## src/rtl/taxi_qsfp_port_seq.sv

```systemverilog
// QSFP cage bring-up sequencer: tracks presence of each cage, brings up one
// module at a time (reset pulse, then init wait) in round-robin order, and
// reports module interrupts through a valid/ready event channel.
module taxi_qsfp_port_seq #(
    parameter int unsigned PORT_CNT     = 15,
    parameter int unsigned RESET_CYCLES = 1250,
    parameter int unsigned INIT_CYCLES  = 250000,
    localparam int unsigned IDX_W = (PORT_CNT > 1) ? $clog2(PORT_CNT) : 1
) (
    input  logic                clk,
    input  logic                rst_n,
    input  logic                pll_locked,
    input  logic [PORT_CNT-1:0] port_modprsl,
    input  logic [PORT_CNT-1:0] port_intl,
    input  logic [PORT_CNT-1:0] port_reset_req,
    output logic [PORT_CNT-1:0] port_resetl,
    output logic [PORT_CNT-1:0] port_ready,
    output logic                busy,
    output logic [IDX_W-1:0]    active_port,
    output logic                int_valid,
    output logic [IDX_W-1:0]    int_port,
    input  logic                int_ready
);

    localparam int unsigned MAX_CYC = (RESET_CYCLES > INIT_CYCLES) ? RESET_CYCLES : INIT_CYCLES;
    localparam int unsigned TMR_W   = (MAX_CYC > 1) ? $clog2(MAX_CYC) : 1;
    localparam logic [TMR_W-1:0] RESET_LAST = TMR_W'(RESET_CYCLES - 1);
    localparam logic [TMR_W-1:0] INIT_LAST  = TMR_W'(INIT_CYCLES - 1);
    localparam logic [IDX_W-1:0] LAST_IDX   = IDX_W'(PORT_CNT - 1);

    typedef enum logic [1:0] {P_ABSENT, P_PENDING, P_UP} port_state_t;
    typedef enum logic [1:0] {S_IDLE, S_RESET, S_INIT} seq_state_t;

    logic                run;
    port_state_t         ps   [PORT_CNT];
    port_state_t         ps_n [PORT_CNT];
    seq_state_t          st, st_n;
    logic [IDX_W-1:0]    act, act_n, rr, rr_n, gnt, ip_n;
    logic [TMR_W-1:0]    tmr, tmr_n;
    logic [PORT_CNT-1:0] armed, armed_n;
    logic                iv_n, found, ifound, abort, done, accept;
    int unsigned         idx;

    // Reset release synchroniser: state is frozen until the edge after rst_n rises
    always_ff @(posedge clk or negedge rst_n) begin
        if (!rst_n) run <= 1'b0;
        else        run <= 1'b1;
    end

    // Next-state logic for port states, sequencer and interrupt channel
    always_comb begin
        st_n    = st;
        act_n   = act;
        rr_n    = rr;
        tmr_n   = tmr;
        done    = 1'b0;
        found   = 1'b0;
        ifound  = 1'b0;
        gnt     = '0;
        idx     = 0;
        iv_n    = int_valid;
        ip_n    = int_port;
        accept  = int_valid && int_ready;
        abort   = (st != S_IDLE) &&
                  (port_modprsl[act] || port_reset_req[act] || !pll_locked);

        // Round-robin search starting at rr; ports being removed are skipped
        for (int unsigned k = 0; k < PORT_CNT; k++) begin
            idx = k + 32'(rr);
            if (idx >= PORT_CNT) idx = idx - PORT_CNT;
            if (!found && ps[idx] == P_PENDING && !port_modprsl[idx]) begin
                found = 1'b1;
                gnt   = IDX_W'(idx);
            end
        end

        case (st)
            S_IDLE: begin
                if (pll_locked && found) begin
                    st_n  = S_RESET;
                    act_n = gnt;
                    tmr_n = '0;
                end
            end
            S_RESET: begin
                if (abort) begin
                    st_n  = S_IDLE;
                    tmr_n = '0;
                end else if (tmr == RESET_LAST) begin
                    st_n  = S_INIT;
                    tmr_n = '0;
                end else begin
                    tmr_n = tmr + 1'b1;
                end
            end
            S_INIT: begin
                if (abort) begin
                    st_n  = S_IDLE;
                    tmr_n = '0;
                end else if (tmr == INIT_LAST) begin
                    st_n  = S_IDLE;
                    tmr_n = '0;
                    done  = 1'b1;
                    rr_n  = (act == LAST_IDX) ? '0 : act + 1'b1;
                end else begin
                    tmr_n = tmr + 1'b1;
                end
            end
            default: st_n = S_IDLE;
        endcase

        for (int unsigned i = 0; i < PORT_CNT; i++) begin
            if (port_modprsl[i])                         ps_n[i] = P_ABSENT;
            else if (ps[i] == P_ABSENT)                  ps_n[i] = P_PENDING;
            else if (port_reset_req[i])                  ps_n[i] = P_PENDING;
            else if (!pll_locked && ps[i] == P_UP)       ps_n[i] = P_PENDING;
            else if (done && act == IDX_W'(i))           ps_n[i] = P_UP;
            else                                         ps_n[i] = ps[i];
            armed_n[i] = port_intl[i] | (armed[i] & ~(accept && int_port == IDX_W'(i)));
        end

        // Held event is dropped on accept or when its port leaves UP;
        // a new event is only offered from an idle channel.
        if (int_valid) begin
            if (accept || ps_n[int_port] != P_UP) iv_n = 1'b0;
        end else begin
            for (int unsigned i = 0; i < PORT_CNT; i++) begin
                if (!ifound && ps_n[i] == P_UP && armed[i] && !port_intl[i]) begin
                    ifound = 1'b1;
                    iv_n   = 1'b1;
                    ip_n   = IDX_W'(i);
                end
            end
        end
    end

    // State and registered outputs, all derived from the next state
    always_ff @(posedge clk or negedge rst_n) begin
        if (!rst_n) begin
            for (int unsigned i = 0; i < PORT_CNT; i++) ps[i] <= P_ABSENT;
            st          <= S_IDLE;
            act         <= '0;
            rr          <= '0;
            tmr         <= '0;
            armed       <= '0;
            port_resetl <= '0;
            port_ready  <= '0;
            busy        <= 1'b0;
            active_port <= '0;
            int_valid   <= 1'b0;
            int_port    <= '0;
        end else if (run) begin
            for (int unsigned i = 0; i < PORT_CNT; i++) begin
                ps[i]          <= ps_n[i];
                port_resetl[i] <= (ps_n[i] == P_UP) || (st_n == S_INIT && act_n == IDX_W'(i));
                port_ready[i]  <= (ps_n[i] == P_UP);
            end
            st          <= st_n;
            act         <= act_n;
            rr          <= rr_n;
            tmr         <= tmr_n;
            armed       <= armed_n;
            busy        <= (st_n != S_IDLE);
            active_port <= act_n;
            int_valid   <= iv_n;
            int_port    <= ip_n;
        end
    end

endmodule

```

## config.mk

```make
export PLATFORM = sky130hd
export DESIGN_NAME = taxi_qsfp_port_seq
export DESIGN_NICKNAME = d
export VERILOG_FILES = /design/src/rtl/taxi_qsfp_port_seq.sv
export SDC_FILE = /design/constraint.sdc
export NUM_CORES = 1
export LEC_CHECK = 0
export BUFFER_PORTS_ARGS = -buffer_cell sky130_fd_sc_hd__buf_4
export CAP_MARGIN = 20
export CORE_AREA = 5 5 165 167
export CTS_BUF_LIST = sky130_fd_sc_hd__clkbuf_16
export CTS_CLUSTER_SIZE = 25
export DETAILED_ROUTE_END_ITERATION = 6
export DIE_AREA = 0 0 170 172
export PLACE_DENSITY = 0.72
export SKIP_CTS_REPAIR_TIMING = 1
export SYNTH_ARGS = -nofsm -noshare
export SYNTH_HDL_FRONTEND = slang
export SYNTH_SLANG_ARGS = --single-unit
```

## constraint.sdc

```tcl
create_clock -name clk -period 11.3 [get_ports clk]
set_clock_uncertainty 0.05 [all_clocks]
set_input_delay 2.825 -clock clk [delete_from_list [all_inputs] [get_ports clk]]
set_output_delay 2.825 -clock clk [all_outputs]
set_load 0.02 [all_outputs]
```

### Yosys cells after proc, flatten, opt, wreduce, memory -nomap -nowiden

Cells that the tools add are included.

| word-level totals | value |
|---|---|
| logic and storage cells | 779 |
| bits in registers | 110 |
| output and inout bits | 40 |

| cells by class | value |
|---|---|
| equality and inequality tests | 94 |
| mux-type cells | 279 |
| add/sub/neg operators | 31 |
| magnitude comparators | 47 |
| bitwise gates (word level) | 63 |
| reductions and logical operators | 239 |

Operator list:

| kind | number |
|---|---|
| 33-bit by 5-bit greater-or-equal comparator with 1-bit output, second input constant | 15 |
| 32-bit inverter with 33-bit output | 15 |
| 32-bit by 5-bit < comparator with 1-bit output, second input constant | 15 |
| 32-bit 2-to-1 mux | 15 |
| 2-bit 2-to-1 mux | 112 |
| 1-bit logical AND | 136 |
| 4-bit 2-to-1 mux | 33 |
| 2-bit binary-select mux with 4-bit select | 16 |
| 18-bit 2-to-1 mux | 5 |
| 4-bit equality test, second input constant | 21 |
| 5-bit by 4-bit subtractor with 6-bit output, second input constant | 14 |
| 1-bit 2-to-1 mux | 79 |
| 5-bit by 4-bit greater-or-equal comparator with 1-bit output, second input constant | 14 |
| 1-bit binary-select mux with 4-bit select | 17 |
| 2-bit equality test, second input constant | 32 |
| 1-bit zero test | 59 |
| 18-bit one-hot mux with 3 select lines | 1 |
| 4-bit by 3-bit equality test with 1-bit output, second input constant | 12 |
| 4-bit by 4-bit adder with 5-bit output, first input constant | 7 |
| 2-bit by 1-bit equality test with 1-bit output, second input constant | 16 |
| 2-bit zero test | 16 |
| 4-bit by 2-bit equality test with 1-bit output, second input constant | 6 |
| 3-bit by 4-bit adder with 5-bit output, first input constant | 4 |
| 18-bit by 1-bit adder with 18-bit output, second input constant | 1 |
| 23 further kinds | 92 |

### Logic depth before layout (Yosys ltp)

| depth | value |
|---|---|
| depth in word-level cells | 102 |
| mapped depth | 26 |

### Worst setup path after synthesis

OpenSTA, ideal clock, no wires.

| path | value |
|---|---|
| kind | input to register |
| start point | in port_modprsl[2] |
| end point | reg tmr[17] |
| stages | 15 |
| data required time | 11.172 ns |
| path slack | 4.916 ns |
| arrival | 6.256 ns |
| path through | clkbuf_1 > or3b_2 > clkbuf_1 > mux4_2 > o22a_1 > o41a_2 > o21ai_0 > or4_1 > buf_2 > and4b_1 > a31o_1 > a211o_1 > buf_2 > or4_1 > a21oi_1 |

| between the ends | value |
|---|---|
| word-level cells in the longest chain between the ends | 64 |
| elaborated cells on any way between the ends | 114 |

Ends and longest elaborated chain:

| what | line | text |
|---|---|---|
| start, declared | 13 | `input logic [PORT_CNT-1:0] port_modprsl,` |
| 1-bit binary-select mux with 4-bit select | 71 | `if (!found && ps[idx] == P_PENDING && !port_modprsl[idx]) begin` |
| 1-bit 2-to-1 mux (not written as such) | 71 |  |
| 1-bit zero test | 71 |  |
| 1-bit logical AND | 71 |  |
| 1-bit 2-to-1 mux | 71 |  |
| 1-bit zero test | 71 |  |
| 1-bit logical AND (2 in series) | 71 |  |
| 1-bit 2-to-1 mux | 71 |  |
| (+45 left out) | - |  |
| 1-bit logical AND (2 in series) | 71 |  |
| 1-bit 2-to-1 mux | 71 |  |
| 1-bit zero test | 71 |  |
| 1-bit logical AND (2 in series) | 71 |  |
| 1-bit 2-to-1 mux | 71 |  |
| 1-bit logical AND | 79 | `if (pll_locked && found) begin` |
| 2-bit inequality test (no source line) | - |  |
| 3-bit AND reduction (no source line) | - |  |
| end signal, assigned | 161 | `tmr <= tmr_n;` |
| end, declared | 39 | `logic [TMR_W-1:0] tmr, tmr_n;` |

Parallel ways exist; a longest one is shown, timed or not. The select of a mux whose other input is x is not followed.
A chain may end at the register's enable or synchronous reset.

### Worst setup path in the final report

| path | value |
|---|---|
| start point | reg rr[0] |
| end point | reg tmr[3] |

| between the ends | value |
|---|---|
| word-level cells in the longest chain between the ends | 68 |
| elaborated cells on any way between the ends | 240 |

Ends and longest elaborated chain:

| what | line | text |
|---|---|---|
| start, declared | 38 | `logic [IDX_W-1:0] act, act_n, rr, rr_n, gnt, ip_n;` |
| start signal, assigned | 160 | `rr <= rr_n;` |
| branches (longest 64 deep; another with 5-bit by 4-bit subtractor with 6-bit output) | - |  |
| 1-bit 2-to-1 mux * | 71 |  |
| 1-bit logical AND * | 79 |  |
| 2-bit inequality test (no source line) * | - |  |
| 3-bit AND reduction (no source line) * | - |  |

Mark *: on every way between the ends. The select of a mux whose other input is x is not followed.

==> results.json <==
{
  "synthMuxAreaShare": 0.102,
  "fmax_mhz": 139,
  "yosys.area_share.adder": 0.0207,
  "filler_cells_inserted": 2431,
  "worstMarginPinSlew_ps": 1140,
  "synth_async_sr_flop_share": 1.00,
  "arrival_ps": 7360,
  "synth_edf_count": 0,
  "largest_family_of_logic_cells_by_synthesized_area": "compound AO/OA/AOI/OAI gates",
  "final.period_utilization": 0.634,
  "yosysUniqueCellTypes": 111,
  "grt_overflow_total": 0,
  "synth_warnings": 0,
  "synth_compound_gate_area_share": 0.320,
  "ios": 89,
  "insertedDiodeCount": 0,
  "timing.final.hold_violations": 0,
  "clock_tree.buffer_depth": 2,
  "synth_area_per_cell_sq_um": 7.64,
  "core_sq_um": 25600,
  "synth-xor-area-share": 0.0275,
  "tritoncts_num_sinks": 110,
  "final_antenna_violating_net_count": 0,
  "static-leakage-power_nw": 5.88,
  "drt_iter0_drc": 2260,
  "power.density_nw_per_um2": 89.2,
  "synth_top_area_share": 0.198,
  "clk_pin_slew_worst_paths_ps": 80,
  "post_route_cells_drive_above_1_share": 0.148,
  "post_synth_main_area_contributors": "dfrtp_1 (20%), mux2i_1 (5.3%), a21oi_1 (4.8%)",
  "total_power_mw": 1.33,
  "syn_inst": 1816,
  "fin_tns_setup_ps": 0,
  "first_global_vias": 14866,
  "post-synth-top-area-cell": "dfrtp_1",
  "wirelength_um": 59600,
  "drt_pass1_iterations": 6,
  "vias_per_std_cell": 7.27,
  "start_util": 0.542,
  "worstSetupEndpointType": "flip-flop",
  "met2_length_um": 27700,
  "hold_path.class": "flip-flop to flip-flop",
  "tritoncts.num_buffers": 9,
  "via_count": 15666,
  "critical_path.startpoint_type": "flip-flop",
  "dieArea_sq_um": 29200,
  "outcome": "complete, no violations",
  "m1WireLength_um": 22200,
  "criticalPathCategory": "flip-flop to flip-flop",
  "die-width_um": 170,
  "dr.max_layer_used": "met5",
  "drc": 0,
  "tritoncts": "built",
  "antenna_found_initial": 2,
  "grt_start_max_net_pins": 61,
  "maxSlewHeadroom": 0.238,
  "synth_simple_gate_area_share": 0.271,
  "detailroute.wirelength.met3_um": 4860,
  "cp_max_fanout": 48,
  "post-route-cell-area_sq_um": 14900,
  "grt_usage": 0.397,
  "synth_seq_cells": 110,
  "grt_setup_unrepaired": "false",
  "grt_pass1_wl_um": 90000,
  "place.port_buffers": 88,
  "rows": 59,
  "syn_area_sq_um": 13900,
  "cts.htree.levels": 3,
  "maxSlewViolCount": 0,
  "period_needed_ps": 7170,
  "syn_nets": 1888,
  "area_growth_pct": 7.33,
  "gpl.final_weighted_congestion": 1.03,
  "dpl.hpwl_um": 44900,
  "standard_cell_with_the_maximum_stage_delay_on_the_critical_path": "ha_1",
  "die_h_um": 172,
  "layout.core_utilization": 0.581,
  "insertion_delay_ps": 370,
  "wire_per_inst_um": 27.6,
  "worst-endpoint-required_ps": 11490,
  "finish.net_count": 1888,
  "critical_path.max_stage_delay_ps": 860,
  "synth-seq-area-share": 0.198,
  "place_area_sq_um": 14600,
  "vdd.ir_drop.worst_v": 0.0000963,
  "crit_chain": "inv_2 > buf_4 > ha_1 > nand4b_1 > a31oi_1 > a21oi_1 > a211oi_1 > a2111oi_0 > or3_1 > or4_1 > and4b_1 > a31o_1 > a211o_1 > or2_0 > o21ai_0",
  "finalSetupViolCount": 0,
  "cap_violations": 0,
  "dominantRegCellSynth": "dfrtp_1",
  "clock_tree.root_cell": "clkbuf_16"
}
==> flip-flops by register name (all words and copies together) (netlist names) <==
| signal | flops |
|---|---|
| st | 2 |
| port_resetl | 15 |
| rr | 4 |
| run | 1 |
| tmr | 18 |
| ps | 30 |
| int_valid | 1 |
| act | 4 |
| armed | 15 |
| int_port | 4 |
| busy | 1 |
| port_ready | 15 |
==> through the flow <==
stage	instances	hold slack (ps)	worst slack, ps
after floorplan	1816	408	4920
after global placement	2139	417	4010
after detailed placement	2139	424	3950
after CTS	2155	447	4280
after global routing	2156	462	3810
final	2156	444	4130
==> worst paths after layout <==
kind	from	endpoint	slack, ps	depth (start not counted)
max	rr[0]$_DFFE_PN0P_	tmr[3]$_DFFE_PN0P_	4130	15
min	port_ready[4]$_DFFE_PN0P_	port_ready[4]$_DFFE_PN0P_	440	1
max reg2reg	rr[0]$_DFFE_PN0P_	tmr[3]$_DFFE_PN0P_	4130	15
min reg2reg	port_ready[4]$_DFFE_PN0P_	port_ready[4]$_DFFE_PN0P_	440	1
max in group asynchronous	rst_n	rr[0]$_DFFE_PN0P_	7430	2
min in group asynchronous	rst_n	ps[26]$_DFFE_PN0P_	2420	1
==> cells in the final DEF, fill, tap and decap left out, types with 15 or more instances in the layout <==
master     synthesis  layout
o211ai_1          28      28
or2_2             16      16
nor3_1            53      53
nor3b_1           16      16
o21ai_0          107     107
mux4_2            17      17
nand2b_1          42      42
nor2b_1           53      53
and3_1            21      21
ha_1              23      22
nand3_1           51      51
a2111oi_0         16      16
a21oi_1          134     134
nand2_1          149     149
dfrtp_1          110     108
xnor2_1           26      26
nor4_1            16      16
buf_4             11     125
nand4_1           15      15
a31oi_1           31      31
nor2_1           170     170
a21o_1            17      17
mux2_2            25      25
o31ai_1           32      32
inv_1             41      41
and2_1            16      16
mux2i_1           74      74
o22ai_1           21      21
or3_1             20      20
a211oi_1          34      34
==> critical path, delay by kind of cell, from the launching register on <==
kind | cells | cell delay (ps)
simple gates | 5 | 2340
buf+inv | 2 | 650
fa+ha+maj | 1 | 860
flops | 1 | 730
compound gates | 7 | 2380
==> final cells by class <==
cell class                      instances  area [sq um]  area share
Clock buffer                            9           225      0.0151
Clock inverter                          7          81.3     0.00546
Inverter                               45           169      0.0113
Multi-Input combinational cell       1524         10300       0.691
Sequential cell                       110          2760       0.185
Tap cell                              335           419      0.0281
Timing Repair Buffer                  126           946      0.0635
==> cells in the mapped netlist (17+ instances only) <==
| cell type | instances |
|---|---|
| nor2_1 | 170 |
| nand2_1 | 149 |
| a21oi_1 | 134 |
| dfrtp_1 | 110 |
| o21ai_0 | 107 |
| mux2i_1 | 74 |
| clkbuf_1 | 72 |
| nor2b_1 | 53 |
| nor3_1 | 53 |
| nand3_1 | 51 |
| nand2b_1 | 42 |
| inv_1 | 41 |
| a211oi_1 | 34 |
| buf_2 | 32 |
| o31ai_1 | 32 |
| a31oi_1 | 31 |
| o211ai_1 | 28 |
| xnor2_1 | 26 |
| mux2_2 | 25 |
| ha_1 | 23 |
| and3_1 | 21 |
| o22ai_1 | 21 |
| or3_1 | 20 |
| a21o_1 | 17 |
| mux4_2 | 17 |
==> power breakdown <==
group / leakage, nW / internal, mW / switching, mW
Combinational: 4.34 / 0.177 / 0.348
Sequential: 1.39 / 0.415 / 0.0529
Clock: 0.150 / 0.160 / 0.176
Total: 5.88 / 0.752 / 0.576
==> per-layer routing <==
metal | GRT usage | vias to the layer above
li1 | - | 6918
met5 | 0 | -
met3 | 0.0546 | 277
met1 | 0.479 | 7492
met4 | 0.263 | 4
met2 | 0.664 | 975
==> cells by family (layout without fill, tap and decap cells) <==
group,count (synthesis),count (layout)
adders and majority gates,23,23
and+or+nand+nor,714,714
DFF,110,110
buffers and inverters,182,187
xor gates and xnor gates,38,38
muxes,117,117
AOI/OAI and AO/OA,631,631
other,1,1
(Power assumes the default switching activity.)
